**config.mk**
```make
export PLATFORM = sky130hd
export DESIGN_NAME = muldiv_unit
export DESIGN_NICKNAME = d
export VERILOG_FILES = /design/src/rtl/muldiv_unit.sv
export SDC_FILE = /design/constraint.sdc
export NUM_CORES = 1
export LEC_CHECK = 0
export BUFFER_PORTS_ARGS = -buffer_cell sky130_fd_sc_hd__buf_2
export CAP_MARGIN = 15
export CORE_MARGIN = 2
export CORE_UTILIZATION = 40
export CTS_CLUSTER_SIZE = 25
export DETAILED_ROUTE_END_ITERATION = 6
export PLACE_DENSITY = 0.64
export REMOVE_ABC_BUFFERS = 1
export SETUP_SLACK_MARGIN = 0.15
export SYNTH_ARGS = -nofsm -noshare
export SYNTH_HDL_FRONTEND = slang
export SYNTH_SLANG_ARGS = --single-unit
```
**constraint.sdc**
```tcl
create_clock -name clk -period 3.95 [get_ports clk]
set_input_delay 0.79 -clock clk [delete_from_list [all_inputs] [get_ports clk]]
set_output_delay 0.79 -clock clk [all_outputs]
set_load 0.01 [all_outputs]
```
**src/rtl/muldiv_unit.sv**
```systemverilog
// Iterative MIPS HI/LO multiply/divide: one bit per cycle, WIDTH RUN cycles + 1 FIN cycle.
// No backpressure input; stall asks the pipeline to hold any op that arrives while busy.
module muldiv_unit #(
  parameter int WIDTH = 32
) (
  input  logic             clk,
  input  logic             rst_n,
  input  logic             en,
  input  logic             start,
  input  logic [2:0]       op,
  input  logic [WIDTH-1:0] a,
  input  logic [WIDTH-1:0] b,
  input  logic             flush,
  output logic             stall,
  output logic             busy,
  output logic [WIDTH-1:0] rd_data,
  output logic [WIDTH-1:0] hi,
  output logic [WIDTH-1:0] lo
);
  localparam int CNT_W = $clog2(WIDTH);
  localparam logic [2:0] OP_MTHI = 3'd4;
  localparam logic [2:0] OP_MTLO = 3'd5;
  localparam logic [2:0] OP_MFHI = 3'd6;

  typedef enum logic [1:0] {IDLE, RUN, FIN} state_t;

  state_t             state;
  logic [CNT_W-1:0]   cnt;
  logic [WIDTH:0]     rem;
  logic [WIDTH-1:0]   q;
  logic [WIDTH-1:0]   dsr;
  logic [WIDTH-1:0]   a_orig;
  logic               neg_p;
  logic               neg_r;
  logic               is_div;
  logic               dz;

  logic               sgn_op;
  logic [WIDTH-1:0]   a_mag;
  logic [WIDTH-1:0]   b_mag;
  logic [WIDTH:0]     mul_sum;
  logic [WIDTH:0]     div_shift;
  logic [WIDTH+1:0]   div_diff;
  logic [2*WIDTH-1:0] prod_raw;
  logic [2*WIDTH-1:0] prod_fix;
  logic [WIDTH-1:0]   quo_fix;
  logic [WIDTH-1:0]   rem_fix;

  assign stall   = start & busy;
  assign rd_data = (op == OP_MFHI) ? hi : lo;

  assign sgn_op = ~op[0];
  assign a_mag  = (sgn_op && a[WIDTH-1]) ? -a : a;
  assign b_mag  = (sgn_op && b[WIDTH-1]) ? -b : b;

  // Multiply: {rem, q} acts as the product register, shifted right each step.
  assign mul_sum = rem + {1'b0, dsr & {WIDTH{q[0]}}};

  // Divide: restoring step; borrow out of the wide subtract means restore.
  assign div_shift = {rem[WIDTH-1:0], q[WIDTH-1]};
  assign div_diff  = {1'b0, div_shift} - {2'b00, dsr};

  assign prod_raw = {rem[WIDTH-1:0], q};
  assign prod_fix = neg_p ? -prod_raw : prod_raw;
  assign quo_fix  = neg_p ? -q : q;
  assign rem_fix  = neg_r ? -rem[WIDTH-1:0] : rem[WIDTH-1:0];

  always_ff @(posedge clk or negedge rst_n) begin
    if (!rst_n) begin
      state  <= IDLE;
      busy   <= 1'b0;
      cnt    <= '0;
      rem    <= '0;
      q      <= '0;
      dsr    <= '0;
      a_orig <= '0;
      neg_p  <= 1'b0;
      neg_r  <= 1'b0;
      is_div <= 1'b0;
      dz     <= 1'b0;
      hi     <= '0;
      lo     <= '0;
    end else if (en) begin
      if (flush) begin
        state <= IDLE;
        busy  <= 1'b0;
      end else begin
        case (state)
          IDLE: begin
            if (start && !busy) begin
              if (!op[2]) begin
                state  <= RUN;
                busy   <= 1'b1;
                cnt    <= CNT_W'(WIDTH - 1);
                rem    <= '0;
                dsr    <= op[1] ? b_mag : a_mag;
                q      <= op[1] ? a_mag : b_mag;
                a_orig <= a;
                neg_p  <= sgn_op & (a[WIDTH-1] ^ b[WIDTH-1]);
                neg_r  <= sgn_op & a[WIDTH-1];
                is_div <= op[1];
                dz     <= op[1] & (b == '0);
              end else if (op == OP_MTHI) begin
                hi <= a;
              end else if (op == OP_MTLO) begin
                lo <= a;
              end
            end
          end
          RUN: begin
            if (is_div) begin
              rem <= div_diff[WIDTH+1] ? div_shift : div_diff[WIDTH:0];
              q   <= {q[WIDTH-2:0], ~div_diff[WIDTH+1]};
            end else begin
              rem <= {1'b0, mul_sum[WIDTH:1]};
              q   <= {mul_sum[0], q[WIDTH-1:1]};
            end
            if (cnt == '0) state <= FIN;
            else           cnt   <= cnt - 1'b1;
          end
          FIN: begin
            if (!is_div) begin
              hi <= prod_fix[2*WIDTH-1:WIDTH];
              lo <= prod_fix[WIDTH-1:0];
            end else if (dz) begin
              hi <= a_orig;
              lo <= '1;
            end else begin
              hi <= rem_fix;
              lo <= quo_fix;
            end
            state <= IDLE;
            busy  <= 1'b0;
          end
          default: begin
            state <= IDLE;
            busy  <= 1'b0;
          end
        endcase
      end
    end
  end
endmodule

```
==> results.md, run 1 <==
- Inserted Clock Buffers: 24
- Htree depth: 1
- DR vias: 18,620
- R2r setup slk: 0.45 ns
- Clk Latency, worst-skew pair: 0.56 ns
- Post-Syn Area: 17,790 µm²
- Fillers: 4,446
- Placed cell area: 19,430 µm²
- Die ar.: 46,170 µm²
- Post-synth top area cell: dfrtp_1
- Max VDD drop: 0.3377 mV
- Most common cell after layout, fill and taps aside: nand2_1
- Post-Place Setup Slack: 0.4115 ns
- Port bufs: 169
- Slew Limit Fails: 0
- Top Ports: 170
- Initial antenna violation count: 1
- Worst-margin pin slew: 0.9129 ns
- Area of the multi-input gates: 11,780 µm²
- Initial Utilization: 40.40%
- Met2 Use GR: 46.39%
- Sequential share of the synthesized area: 28.84%
- Number of global-route vias before repair: 17,810
- Largest fanout on the critical path: 10
- Register area: 5134 µm²
- Diode count: 0
- Leak pwr: 9.013 nW
- Fraction of registers with async set/reset: 100.0%
- RSZ-0062 raised after global routing: no
- Main combinational cell family by area after synthesis: compound AO/OA/AOI/OAI gates
- # DRC: 0
- P&R area growth vs syn: 13.52%
- Sequential share of power: 30.4%
- Tot GR Track Use: 29.52%
- Crit Reg-Reg Endpoint: rem[30]$_DFFE_PN0P_
- Top FF cell, synth: dfrtp_1
- Syn avg cell area: 7.687 µm²
- Most frequent cells in the layout: 264 x nand2_1, 243 x o21ai_0, 232 x nor2_1
- Clk_skew: 0.02412 ns
- Final Instance Area: 20,190 µm²
- Final hold vios: 0
- Worst-path clk slew: 0.07 ns
- Top post-synthesis cells by area: dfrtp_1 29%, o21ai_0 6.9%, a21oi_1 6.4%
- Clk pwr share: 20.2%
- DRT Pass-1 Iters: 5
- Vias/cell: 6.139
- Synth Area in Compound Gates: 25.96%
- Busiest grt layer: met2
- Crit end category: flop
- Post-Syn Instances: 2,314
- Yosys top cell area share: 28.84%
- Worst R2R Path Depth: 11
- Crit path DAT: 3.93 ns
- Die Height: 214.9 µm
- Fin util: 45.86%
- Critical Path End: rem[30]$_DFFE_PN0P_
- FF-to-FF Start: rem[4]$_DFFE_PN0P_
- Iter 0 DRT Violations: 1,907
- Final worst slack: 0.4529 ns
- Setup crit start: rem[4]$_DFFE_PN0P_
- Slew HR: 38.58%
- First-pass GRT wire length: 106.8 mm
- Grt total ovfl: 0
- Setup CP Type: reg -> reg
- HPWL after DPL: 51.91 mm
- Final Setup Violations: 0
- WL per Instance: 23.08 µm
- Synth Area in XOR/XNOR: 8.666%
- Total power: 0.01110 W
- Status: completed
- Fin crit share: 88.53%
- CTS root buf: clkbuf_16
- Internal power: 0.006068 W
- Clock Path Buffers: 3
- Tmin final: 3.497 ns
- Min-Delay Path Class: in -> async
- Core Area: 44,030 µm²
- Register bit count reported by yosys: 205
- Critical Path Source Type: flop
- Placer Congestion: 1.033
- Largest net degree at the start of global routing: 103
- Max-cap violations: 0
- Post-CTS setup buffer count: 0
- DRT Wirelength: 70.01 mm
- Fmax: 286.0 MHz
- Synth Area in Simple Gates: 18.96%
- Share of layout cells above drive strength 1: 15.85%
- Post-synthesis mux area share: 7.238%
- Ys Warns: 0
- Setup TNS: 0 ns
- Switch share: 45.36%
- Net Sw Power: 0.005037 W
- Chip Width: 214.9 µm
- Comb power frac: 49.4%
- NumNets Final: 2,570
- Pwr Density: 549.9 nW/µm²
- Number of routed nets with antenna violations: 0
- TritonCTS clock tree: built
- Worst Path Required: 4.38 ns
- FP Rows: 77
- Number of synthesized flops with an enable pin: 0
- Yosys cell types: 86
- Area share of fa/ha/maj cells after synthesis: 5.149%
- M1 GR Usage: 41.12%
- Clock sinks: 205
- GR Layer Usage met3: 4.430%
==> cell families after synthesis <==
| kind of cell | count (synthesis) |
|---|---|
| AOI/OAI and AO/OA | 766 |
| xor gates and xnor gates | 176 |
| adders and majority gates | 72 |
| buffers and inverters | 238 |
| DFF | 205 |
| muxes | 120 |
| and+or+nand+nor | 737 |
==> metrics by stage <==
| step | hold slack [ns] | instances |
|---|---|---|
| 2_1_floorplan | 0.4492 | 2154 |
| 3_3_place_gp | 0.4676 | 2992 |
| 3_5_place_dp | 0.4720 | 2992 |
| 4_1_cts | 0.3405 | 3033 |
| 5_1_grt | 0.3561 | 3033 |
| 6_report | 0.2966 | 3033 |
==> layout make-up <==
class | instances | area share [%]
Clock buffer | 39 | 3.656
Clock inverter | 2 | 0.04957
Inverter | 78 | 1.450
Multi-Input combinational cell | 1871 | 58.31
Sequential cell | 205 | 25.42
Tap cell | 592 | 3.668
Timing Repair Buffer | 246 | 7.442
==> worst min path at each step <==
stage / start / to / cells after the start / slack [ns]
after floorplan: a_orig[17]$_DFFE_PN0P_ / a_orig[17]$_DFFE_PN0P_ / 2 / 0.45
after global placement: dsr[5]$_DFFE_PN0P_ / dsr[5]$_DFFE_PN0P_ / 2 / 0.47
after detailed placement: dsr[3]$_DFFE_PN0P_ / dsr[3]$_DFFE_PN0P_ / 2 / 0.47
after CTS: rst_n / q[8]$_DFFE_PN0P_ / 1 / 0.34
after global routing: rst_n / q[8]$_DFFE_PN0P_ / 1 / 0.36
final: rst_n / q[8]$_DFFE_PN0P_ / 1 / 0.30
==> metal layers <==
| metal | part of all wire, % | routed length, µm |
|---|---|---|
| met1 | 43 | 30430 |
| met2 | 44 | 31100 |
| met3 | 8.1 | 5696 |
| met4 | 4.0 | 2768 |
| met5 | 0.017 | 12 |
==> what timing repair did <==
item / CTS / global route
setup endpoints to repair: 0 / 2
hold buffers: 0 / 0
resized for setup: 0 / 4
==> power groups by stage <==
stage / registers, W / logic, W / clock network (W)
2_1_floorplan: 0.00332 / 0.00349 / 0
3_3_place_gp: 0.00335 / 0.00531 / 0
3_5_place_dp: 0.00338 / 0.00536 / 0
4_1_cts: 0.00334 / 0.00538 / 0.00226
5_1_grt: 0.00344 / 0.00597 / 0.00234
6_report: 0.00338 / 0.00549 / 0.00224
==> sequential cells by signal, summed over array words and instances, names as in the netlist, 2 cells and up <==
register,flops
lo,32
dsr,32
q,32
hi,32
state,2
rem,33
a_orig,32
cnt,5
==> worst max-delay path: stages, from the launching register on <==
cell and delay [ns]:
dfrtp_1 0.54, ha_1 0.31, a21o_1 0.18, a211oi_1 0.30, nand3_1 0.28, nand3_1 0.19
a31oi_1 0.14, o211a_1 0.29, nor2_1 0.43, buf_4 0.29, nor3_1 0.07, o41ai_1 0.32
==> synth_stat cells (25+ instances only) <==
library cell / n
mux2_2: 69
o22ai_1: 37
xnor2_1: 115
a21oi_1: 226
ha_1: 70
inv_1: 76
nand2_1: 266
mux2i_1: 51
nor2_1: 233
dfrtp_1: 205
clkbuf_1: 134
a31oi_1: 25
o21ai_0: 244
a21o_1: 25
xor2_1: 61
nor3_1: 49
nand3_1: 46
Power figures use the tool's default switching activity.
==> run 2: changes to the inputs <==
--- a/config.mk
+++ b/config.mk
@@ -12,7 +12,6 @@
 export CTS_CLUSTER_SIZE = 25
 export DETAILED_ROUTE_END_ITERATION = 6
 export PLACE_DENSITY = 0.64
-export REMOVE_ABC_BUFFERS = 1
 export SETUP_SLACK_MARGIN = 0.15
 export SYNTH_ARGS = -nofsm -noshare
 export SYNTH_HDL_FRONTEND = slang
==> results.md, run 2 (synthesized netlist as in run 1, its figures left out) <==
- Slew Limit Fails: 0 (unchanged)
- WL per Instance: 24.00 µm (was 23.08 µm)
- # DRC: 0 (unchanged)
- Placer Congestion: 0.9956 (was 1.033)
- Slew HR: 36.26% (was 38.58%)
- Tot GR Track Use: 30.71% (was 29.52%)
- Largest fanout on the critical path: 10 (unchanged)
- NumNets Final: 2,559 (was 2,570)
- Clock sinks: 205 (unchanged)
- Slowest stage delay, CP: 0.74 ns (was 0.54 ns)
- Worst Path Required: 4.46 ns (was 4.38 ns)
- Core Area: 44,030 µm² (unchanged)
- Fmax: 282.4 MHz (was 286.0 MHz)
- Worst-margin pin slew: 0.9489 ns (was 0.9129 ns)
- Syn_nets: 2,458
- Pwr Density: 571.1 nW/µm² (was 549.9 nW/µm²)
- First-pass GRT wire length: 109.8 mm (was 106.8 mm)
- Crit-path cells: ha_1, nand4_1, nor3_1, o21bai_1, a311oi_1, a31oi_1, xnor2_1, o21ai_0, a21oi_1, a221o_1 (was ha_1, a21o_1, a211oi_1, nand3_1, nand3_1, a31oi_1, o211a_1, nor2_1, buf_4, nor3_1, o41ai_1)
- Max-cap violations: 0 (unchanged)
- Most common cell after layout, fill and taps aside: nand2_1 (unchanged)
- Tmin final: 3.541 ns (was 3.497 ns)
- Worst-path clk slew: 0.07 ns (about the same)
- Most flops, register: rem (unchanged)
- Number of global-route vias before repair: 17,820 (was 17,810)
- Top Ports: 170 (unchanged)
- Initial Utilization: 40.40% (unchanged)
- Critical Path Source Type: flop (unchanged)
- P&R area growth vs syn: 13.74% (was 13.52%)
- Crit path DAT: 4.05 ns (was 3.93 ns)
- Chip Width: 214.9 µm (unchanged)
- Port bufs: 169 (unchanged)
- Max reg flops: 33 (unchanged)
- Iter 0 DRT Violations: 2,040 (was 1,907)
- Number of routed nets with antenna violations: 0 (unchanged)
- Die Height: 214.9 µm (unchanged)
- HPWL after DPL: 55.24 mm (was 51.91 mm)
- Die ar.: 46,170 µm² (unchanged)
- FP Rows: 77 (unchanged)
- Htree depth: 1 (unchanged)
- DRT Pass-1 Iters: 6 (was 5)
- Setup CP Type: reg -> reg (unchanged)
- Fillers: 4,445 (was 4,446)
- Initial antenna violation count: 1 (unchanged)
- Largest net degree at the start of global routing: 109 (was 103)
- Crit end category: flop (unchanged)
- Final Setup Violations: 0 (unchanged)
- Inserted Clock Buffers: 26 (was 24)
- DR vias: 18,710 (was 18,620)
- Clk_skew: 0.02008 ns (was 0.02412 ns)
- Final hold vios: 0 (unchanged)
- Fin crit share: 89.65% (was 88.53%)
- Grt total ovfl: 0 (unchanged)
- TritonCTS clock tree: built (unchanged)
- Fin util: 45.95% (was 45.86%)
- Share of layout cells above drive strength 1: 15.90% (was 15.85%)
- Most frequent cells in the layout: 264 x nand2_1, 244 x o21ai_0, 232 x nor2_1 (was 264 x nand2_1, 243 x o21ai_0, 232 x nor2_1)
- Vias/cell: 6.181 (was 6.139)
- Min-Delay Path Class: in -> async (unchanged)
- Max VDD drop: 0.3150 mV (was 0.3377 mV)
- CP max-delay cell: nor3_1 (was dfrtp_1)
- RSZ-0062 raised after global routing: no (unchanged)
- DRT Wirelength: 72.65 mm (was 70.01 mm)
- Clk Latency, worst-skew pair: 0.58 ns (was 0.56 ns)
- Leak pwr: 9.010 nW (was 9.013 nW)
- CTS root buf: clkbuf_16 (unchanged)
- Setup TNS: 0 ns (unchanged)
- Post-CTS setup buffer count: 0 (unchanged)
- Status: completed (unchanged)
- Clock Path Buffers: 3 (unchanged)
[run 2: cell types whose count changed in the layout (fill, tap and decap cells not counted), moves of 3 or more]
cell       before  now
bufinv_16       0    3
clkbuf_1        8    2
clkinv_2        2    5
clkinv_4        0    4
buf_4          72   62
[run 2: layer usage]
layer | wire length, µm | GRT usage (%)
met5 | 0 | 0
met4 | 3993 | 14.31
met3 | 6141 | 5.110
met2 | 32300 | 48.20
met1 | 30220 | 41.30
[run 2: what timing repair did]
item | CTS | global route
resized for setup | 0 | 2
hold buffers | 0 | 0
endpoints found under the setup margin | 0 | 7
[run 2: worst max-delay path: cells and delay by family, from the launching register on]
family                   cells  cell delay, ns
AO/OA/AOI/OAI                6            1.28
AND/OR/NAND/NOR              2            0.87
flip-flops                   1            0.57
adder cells (fa/ha/maj)      1            0.52
XOR/XNOR                     1            0.22
[run 2: final cells by class]
type / count / area (µm²) / share of cell area [%]
antenna: 1 / 2.502 / 0.01237
sequential: 205 / 5134 / 25.37
tap: 592 / 740.7 / 3.661
multi-input combinational: 1871 / 11780 / 58.22
inverter: 78 / 292.8 / 1.447
clock inverter: 15 / 195.2 / 0.9647
timing repair buffer: 233 / 1375 / 6.797
clock buffer: 32 / 713.2 / 3.525
[run 2: power breakdown]
group / total, W / internal, W / switching [W]
registers: 0.00346 / 0.00266 / 0.000801
clock network: 0.00256 / 0.00149 / 0.00107
logic: 0.00553 / 0.00212 / 0.00342
total: 0.0116 / 0.00627 / 0.00529
[run 2: per-stage QoR]
| step | area, µm² | setup WS (ns) | std cells | hold WS [ns] | total power (W) |
|---|---|---|---|---|---|
| 6_report | 20230 | 0.4089 | 3027 | 0.3111 | 0.01155 |
| 5_1_grt | 20230 | 0.1688 | 3027 | 0.3654 | 0.01219 |
| 4_1_cts | 20220 | 0.3535 | 3026 | 0.3472 | 0.01142 |
| 3_5_place_dp | 19310 | 0.3772 | 2979 | 0.4728 | 0.008844 |
| 3_3_place_gp | 19310 | 0.4718 | 2979 | 0.4652 | 0.008766 |
| 2_1_floorplan | 17790 | 0.7111 | 2314 | 0.4492 | 0.006900 |
[run 2: worst paths after layout]
kind	start	end	slack [ns]	depth (start not counted)
hold reg to reg	dsr[30]$_DFFE_PN0P_	dsr[30]$_DFFE_PN0P_	0.48	2
setup reg to reg	rem[4]$_DFFE_PN0P_	rem[20]$_DFFE_PN0P_	0.41	10
setup / recovery	rem[4]$_DFFE_PN0P_	rem[20]$_DFFE_PN0P_	0.41	10
min in group clk	en	busy$_DFFE_PN0P_	0.47	2
max in group asynchronous	rst_n	hi[1]$_DFFE_PN0P_	2.65	2
hold / removal	rst_n	hi[24]$_DFFE_PN0P_	0.31	1
